`src/rtl/hm_sha_pkg.sv`:
```
// hm_sha_pkg: shared widths, block types and padder state encoding for the SHA message padder.
package hm_sha_pkg;
  localparam int SHA_BLOCK_WORDS = 16;
  localparam int SHA_LEN_WORD_HI = 14;
  typedef logic [31:0] word_t;
  typedef word_t [SHA_BLOCK_WORDS-1:0] block_t;
  typedef enum logic [2:0] {ST_IDLE, ST_FILL, ST_PAD, ST_LEN, ST_EMIT} pad_state_e;
  localparam word_t PAD_FULL = 32'h8000_0000;
endpackage

```
`src/rtl/hm_sha_pad_word.sv`:
```
// hm_sha_pad_word: zeroes the invalid bytes of a partial last word and inserts the 0x80 pad byte.
module hm_sha_pad_word
  import hm_sha_pkg::*;
(
  input  word_t      word,
  input  logic [1:0] nbytes,
  output word_t      padded
);
  assign padded = nbytes == 2'd1 ? {word[31:24], 24'h80_0000} :
                  nbytes == 2'd2 ? {word[31:16], 16'h8000} :
                  nbytes == 2'd3 ? {word[31:8], 8'h80} : word;
endmodule

```
`src/rtl/sha_msg_padder.sv`:
```
// sha_msg_padder: packs a word stream into SHA-256 512-bit blocks with padding and bit length.
// Define HM_PADDER_BSWAP_EN to byte-reverse in_data on entry (little-endian source).
module sha_msg_padder
  import hm_sha_pkg::*;
(
  input  logic       clk,
  input  logic       n_rst,
  input  logic       in_valid,
  output logic       in_ready,
  input  word_t      in_data,
  input  logic       in_last,
  input  logic [1:0] in_nbytes,
  output logic       blk_valid,
  input  logic       blk_ready,
  output block_t     blk_data,
  output logic       blk_first,
  output logic       blk_last
);
  pad_state_e  state, state_nx;
  block_t      blk_q;
  logic [3:0]  idx;
  logic [60:0] bytes;
  logic [1:0]  nb_q;
  logic        pad_pend, len_pend, first_q, last_q;
  word_t       data_in, pad_w;
  logic [63:0] bitlen;
  logic [4:0]  p;
  logic        acc, hs;
`ifdef HM_PADDER_BSWAP_EN
  assign data_in = {in_data[7:0], in_data[15:8], in_data[23:16], in_data[31:24]};
`else
  assign data_in = in_data;
`endif
  assign bitlen = {bytes, 3'b000};
  // a partial last word carries its own 0x80, a full one pushes it to the next slot
  assign p = nb_q != 2'd0 ? {1'b0, idx} : {1'b0, idx} + 5'd1;
  assign acc = in_valid && in_ready;
  assign hs = blk_valid && blk_ready;
  assign blk_data = blk_q;
  assign blk_first = blk_valid && first_q;
  assign blk_last = blk_valid && last_q;

  hm_sha_pad_word u_pad (.word(blk_q[idx]), .nbytes(nb_q), .padded(pad_w));

  always_ff @(posedge clk or negedge n_rst)
    if (!n_rst) state <= ST_IDLE;
    else state <= state_nx;

  always_comb begin
    state_nx = state;
    in_ready = state == ST_IDLE || state == ST_FILL;
    blk_valid = state == ST_EMIT;
    case (state)
      ST_IDLE, ST_FILL: if (acc) state_nx = in_last ? ST_PAD : idx == 4'd15 ? ST_EMIT : ST_FILL;
      ST_PAD, ST_LEN:   state_nx = ST_EMIT;
      ST_EMIT:          if (hs) state_nx = len_pend ? ST_LEN : last_q ? ST_IDLE : ST_FILL;
      default:          state_nx = ST_IDLE;
    endcase
  end

  always_ff @(posedge clk or negedge n_rst)
    if (!n_rst) begin
      blk_q <= '0;
      idx <= '0;
      bytes <= '0;
      nb_q <= '0;
      pad_pend <= 1'b0;
      len_pend <= 1'b0;
      first_q <= 1'b0;
      last_q <= 1'b0;
    end else begin
      case (state)
        ST_IDLE, ST_FILL: if (acc) begin
          blk_q[idx] <= data_in;
          bytes <= bytes + (in_last && in_nbytes != 2'd0 ? {59'd0, in_nbytes} : 61'd4);
          nb_q <= in_last ? in_nbytes : 2'd0;
          if (!in_last) idx <= idx + 4'd1;
          if (state == ST_IDLE) first_q <= 1'b1;
        end
        ST_PAD: begin
          if (nb_q != 2'd0) blk_q[idx] <= pad_w;
          else if (!p[4]) blk_q[p[3:0]] <= PAD_FULL;
          pad_pend <= p[4];
          len_pend <= p > 5'd13;
          last_q <= p <= 5'd13;
          if (p <= 5'd13) begin
            blk_q[SHA_LEN_WORD_HI] <= bitlen[63:32];
            blk_q[SHA_LEN_WORD_HI+1] <= bitlen[31:0];
          end
        end
        ST_LEN: begin
          if (pad_pend) blk_q[0] <= PAD_FULL;
          blk_q[SHA_LEN_WORD_HI] <= bitlen[63:32];
          blk_q[SHA_LEN_WORD_HI+1] <= bitlen[31:0];
          last_q <= 1'b1;
          pad_pend <= 1'b0;
          len_pend <= 1'b0;
        end
        ST_EMIT: if (hs) begin
          blk_q <= '0;
          idx <= '0;
          first_q <= 1'b0;
          last_q <= 1'b0;
          if (last_q) bytes <= '0;
        end
        default: ;
      endcase
    end
endmodule

```
`config.mk`:
```
export PLATFORM = sky130hd
export DESIGN_NAME = sha_msg_padder
export DESIGN_NICKNAME = d
export VERILOG_FILES = /design/src/rtl/hm_sha_pkg.sv /design/src/rtl/hm_sha_pad_word.sv /design/src/rtl/sha_msg_padder.sv
export SDC_FILE = /design/constraint.sdc
export NUM_CORES = 2
export LEC_CHECK = 0
export CAP_MARGIN = 25
export CORE_MARGIN = 2
export CORE_UTILIZATION = 30
export DETAILED_ROUTE_END_ITERATION = 10
export GPL_ROUTABILITY_DRIVEN = 1
export MAX_ROUTING_LAYER = met4
export PLACE_DENSITY = 0.58
export SYNTH_ARGS = -nofsm -noshare
export SYNTH_HDL_FRONTEND = slang
export SYNTH_SLANG_ARGS = --single-unit
```
`constraint.sdc`:
```
create_clock -name clk -period 5.1 [get_ports clk]
set_input_delay 0.765 -clock clk [delete_from_list [all_inputs] [get_ports clk]]
set_output_delay 0.765 -clock clk [all_outputs]
set_load 0.02 [all_outputs]
```
==> run metrics <==
Crit Path Max Fanout=117; CTS buffer count=72; IO Pins=555; final instance area=40500 sq um; total track usage=31.5%; GRT Residual Overflow=0; per-cell routed wire length=33.4 microns; Peak supply drop=311 uV; skew final=33.4 ps; Power Density=606 nW/um^2; non-filler cells, final=4905; period utilisation layout=78.4%; Row Count=117; status=finished clean; Leakage=16.5 nW; cts repair resizes=0; min cycle time layout=4000 ps; die area=104000 sq um; area grow syn2layout=32.5%; reg2reg start=idx[0]$_DFFE_PN0P_; Routed Wire Length=164 mm; antenna-violating nets left=0; Setup crit start=idx[0]$_DFFE_PN0P_; CP Launch Type=flop; # setup viols final=0; final slew viol count=0; hold_buf cts=0; root buffer cell=clkbuf_16; number of flops mapped to enable cells by yosys=0; total power=24.5 mW; Initial Util=30.1%; Setup TNS=0 ps; Worst setup EP type=flop; CTS HTree Levels=3; Final WS setup=1100 ps; Die Wd=323 microns; Clk Latency, worst-skew pair=660 ps; synth unique cells=89; setup bufs post-CTS=0; Placed Area=37900 sq um; Cells after Synth=2970; first-pass GRT wire length=228 mm; top_reg_cell synth=dfrtp_1; Max Cap Violations=0; Via density=6.19; vias=30378; register area share after synthesis=48.0%; number of synthesized register bits=586; Clock Pin Slew Worst Setup and Hold Paths=60 ps; RSZ-0062 raised after global routing=no; Die Y=323 microns; TritonCTS clock tree=built; Fin. Hold Viols=0; Bufs on Longest Clock Path=3; area of the core=101000 sq um; Worst Max-Slew Pin Slew=1420 ps; pre-CTS setup slack=932 ps; Crit Path Category=flop to flop; pin count of the biggest net entering global routing=118; I/O Buffers=554; Layout Nets=3518; GPL Wtd Cong=1.01; Yosys warnings=0; drt drc=0; clk sinks=586; initial DRC count=4240; Post-synth ARST share=100%; reg2reg path depth=7; HP Class=input pin to asynchronous set/reset pin; Synth Net Count=3019; fmax=0.250 GHz; Avg Synthesized Cell Area=10.3 sq um; placed cells=4757; hpwl dp=120 mm; antenna violations before repair=13; vias in the first global route=28750; layout cells sized above 1=11.9%; Post-Syn Area=30500 sq um; relative slew slack=5.29%; Reg2Reg Setup Slack=1100 ps; CP Data Arrival Time=4520 ps; Worst EP required=5620 ps; drt pass-1 iters=6
-- cells by family (layout without fill, tap and decap cells) --
group           after synthesis  in the layout  share of synthesized area (%)
buf+inv                     343            898                           5.00
fa+ha+maj                    10             10                          0.434
compound gates              961            961                           24.4
mux                         112            112                           7.21
xor+xnor                     63             63                           1.81
simple gates                895            895                           13.2
other cells                   0             12                              0
flops                       586            586                           48.0
-- power by group --
group	internal, mW	switching, mW	total [mW]
clock network	3.19	2.24	5.43
registers	5.66	1.39	7.05
logic	4.27	7.79	12.1
total	13.1	11.4	24.5
-- worst min path at each step --
stage | from | endpoint | depth (start not counted)
final | n_rst | asynchronous set/reset pin | 1
after global routing | n_rst | asynchronous set/reset pin | 1
after CTS | n_rst | asynchronous set/reset pin | 1
after detailed placement | flop | flop | 2
after global placement | flop | flop | 2
after floorplan | pad_pend$_DFFE_PN0P_ | pad_pend$_DFFE_PN0P_ | 2
-- placed cells by master (no fill, tap or decap), types with 23 or more instances in the layout --
master,netlist,final
a21oi_1,88,88
nor2_1,355,353
nand2_1,287,287
o21ai_0,185,182
nand3_1,43,43
dfrtp_1,586,583
a221oi_1,27,27
a31oi_1,24,24
a221o_1,206,206
o2bb2ai_1,113,113
a22oi_1,98,98
inv_1,55,55
buf_4,19,143
nor3_1,27,25
a22o_1,23,23
xnor2_1,44,44
clkbuf_16,0,75
mux4_2,86,86
and2_1,31,32
a222oi_1,23,23
clkdlybuf4s50_1,0,553
-- critical path, cell delays in order, from the launching register on --
cell      delay (ps)
dfrtp_4          580
buf_12           420
mux4_2           690
a22o_1           260
a221oi_2         520
buf_4            390
o21ai_0          120
a221o_1          280
-- through the flow --
stage / hold slack, ps / util (%)
finish: 139 / 39.9
global route: 217 / 39.9
CTS: 204 / 39.8
detailed placement: 469 / 37.3
global placement: 463 / 37.3
floorplan: 448 / -
-- cells in the mapped netlist (27+ instances only) --
master	count	area (sq um)
dfrtp_1	586	14700
nor2_1	355	1330
nand2_1	287	1080
a221o_1	206	2060
o21ai_0	185	926
clkbuf_1	132	495
o2bb2ai_1	113	990
buf_2	105	526
a22oi_1	98	736
a21oi_1	88	440
mux4_2	86	1940
inv_1	55	206
xnor2_1	44	385
nand3_1	43	215
and2_1	31	194
a221oi_1	27	236
nor3_1	27	135
-- metal layers --
layer  up-vias  share of wire (%)  track usage [%]  wire, microns
li1      12237                  -                -              -
met1     15488                 39             40.4          63900
met2      2272                 45             46.4          72900
met3       381                 12             8.52          19100
met4         0                4.9             13.8           7940
met5         -                  0                -              0
-- layout make-up --
type	instances	area, sq um
sequential	586	14700
timing repair buffer	711	6920
clock inverter	28	362
fill	9894	61000
multi-input combinational	2041	14500
clock buffer	102	2100
inverter	57	214
antenna	12	30.0
tap	1368	1710
Power figures use the tool's default switching activity.
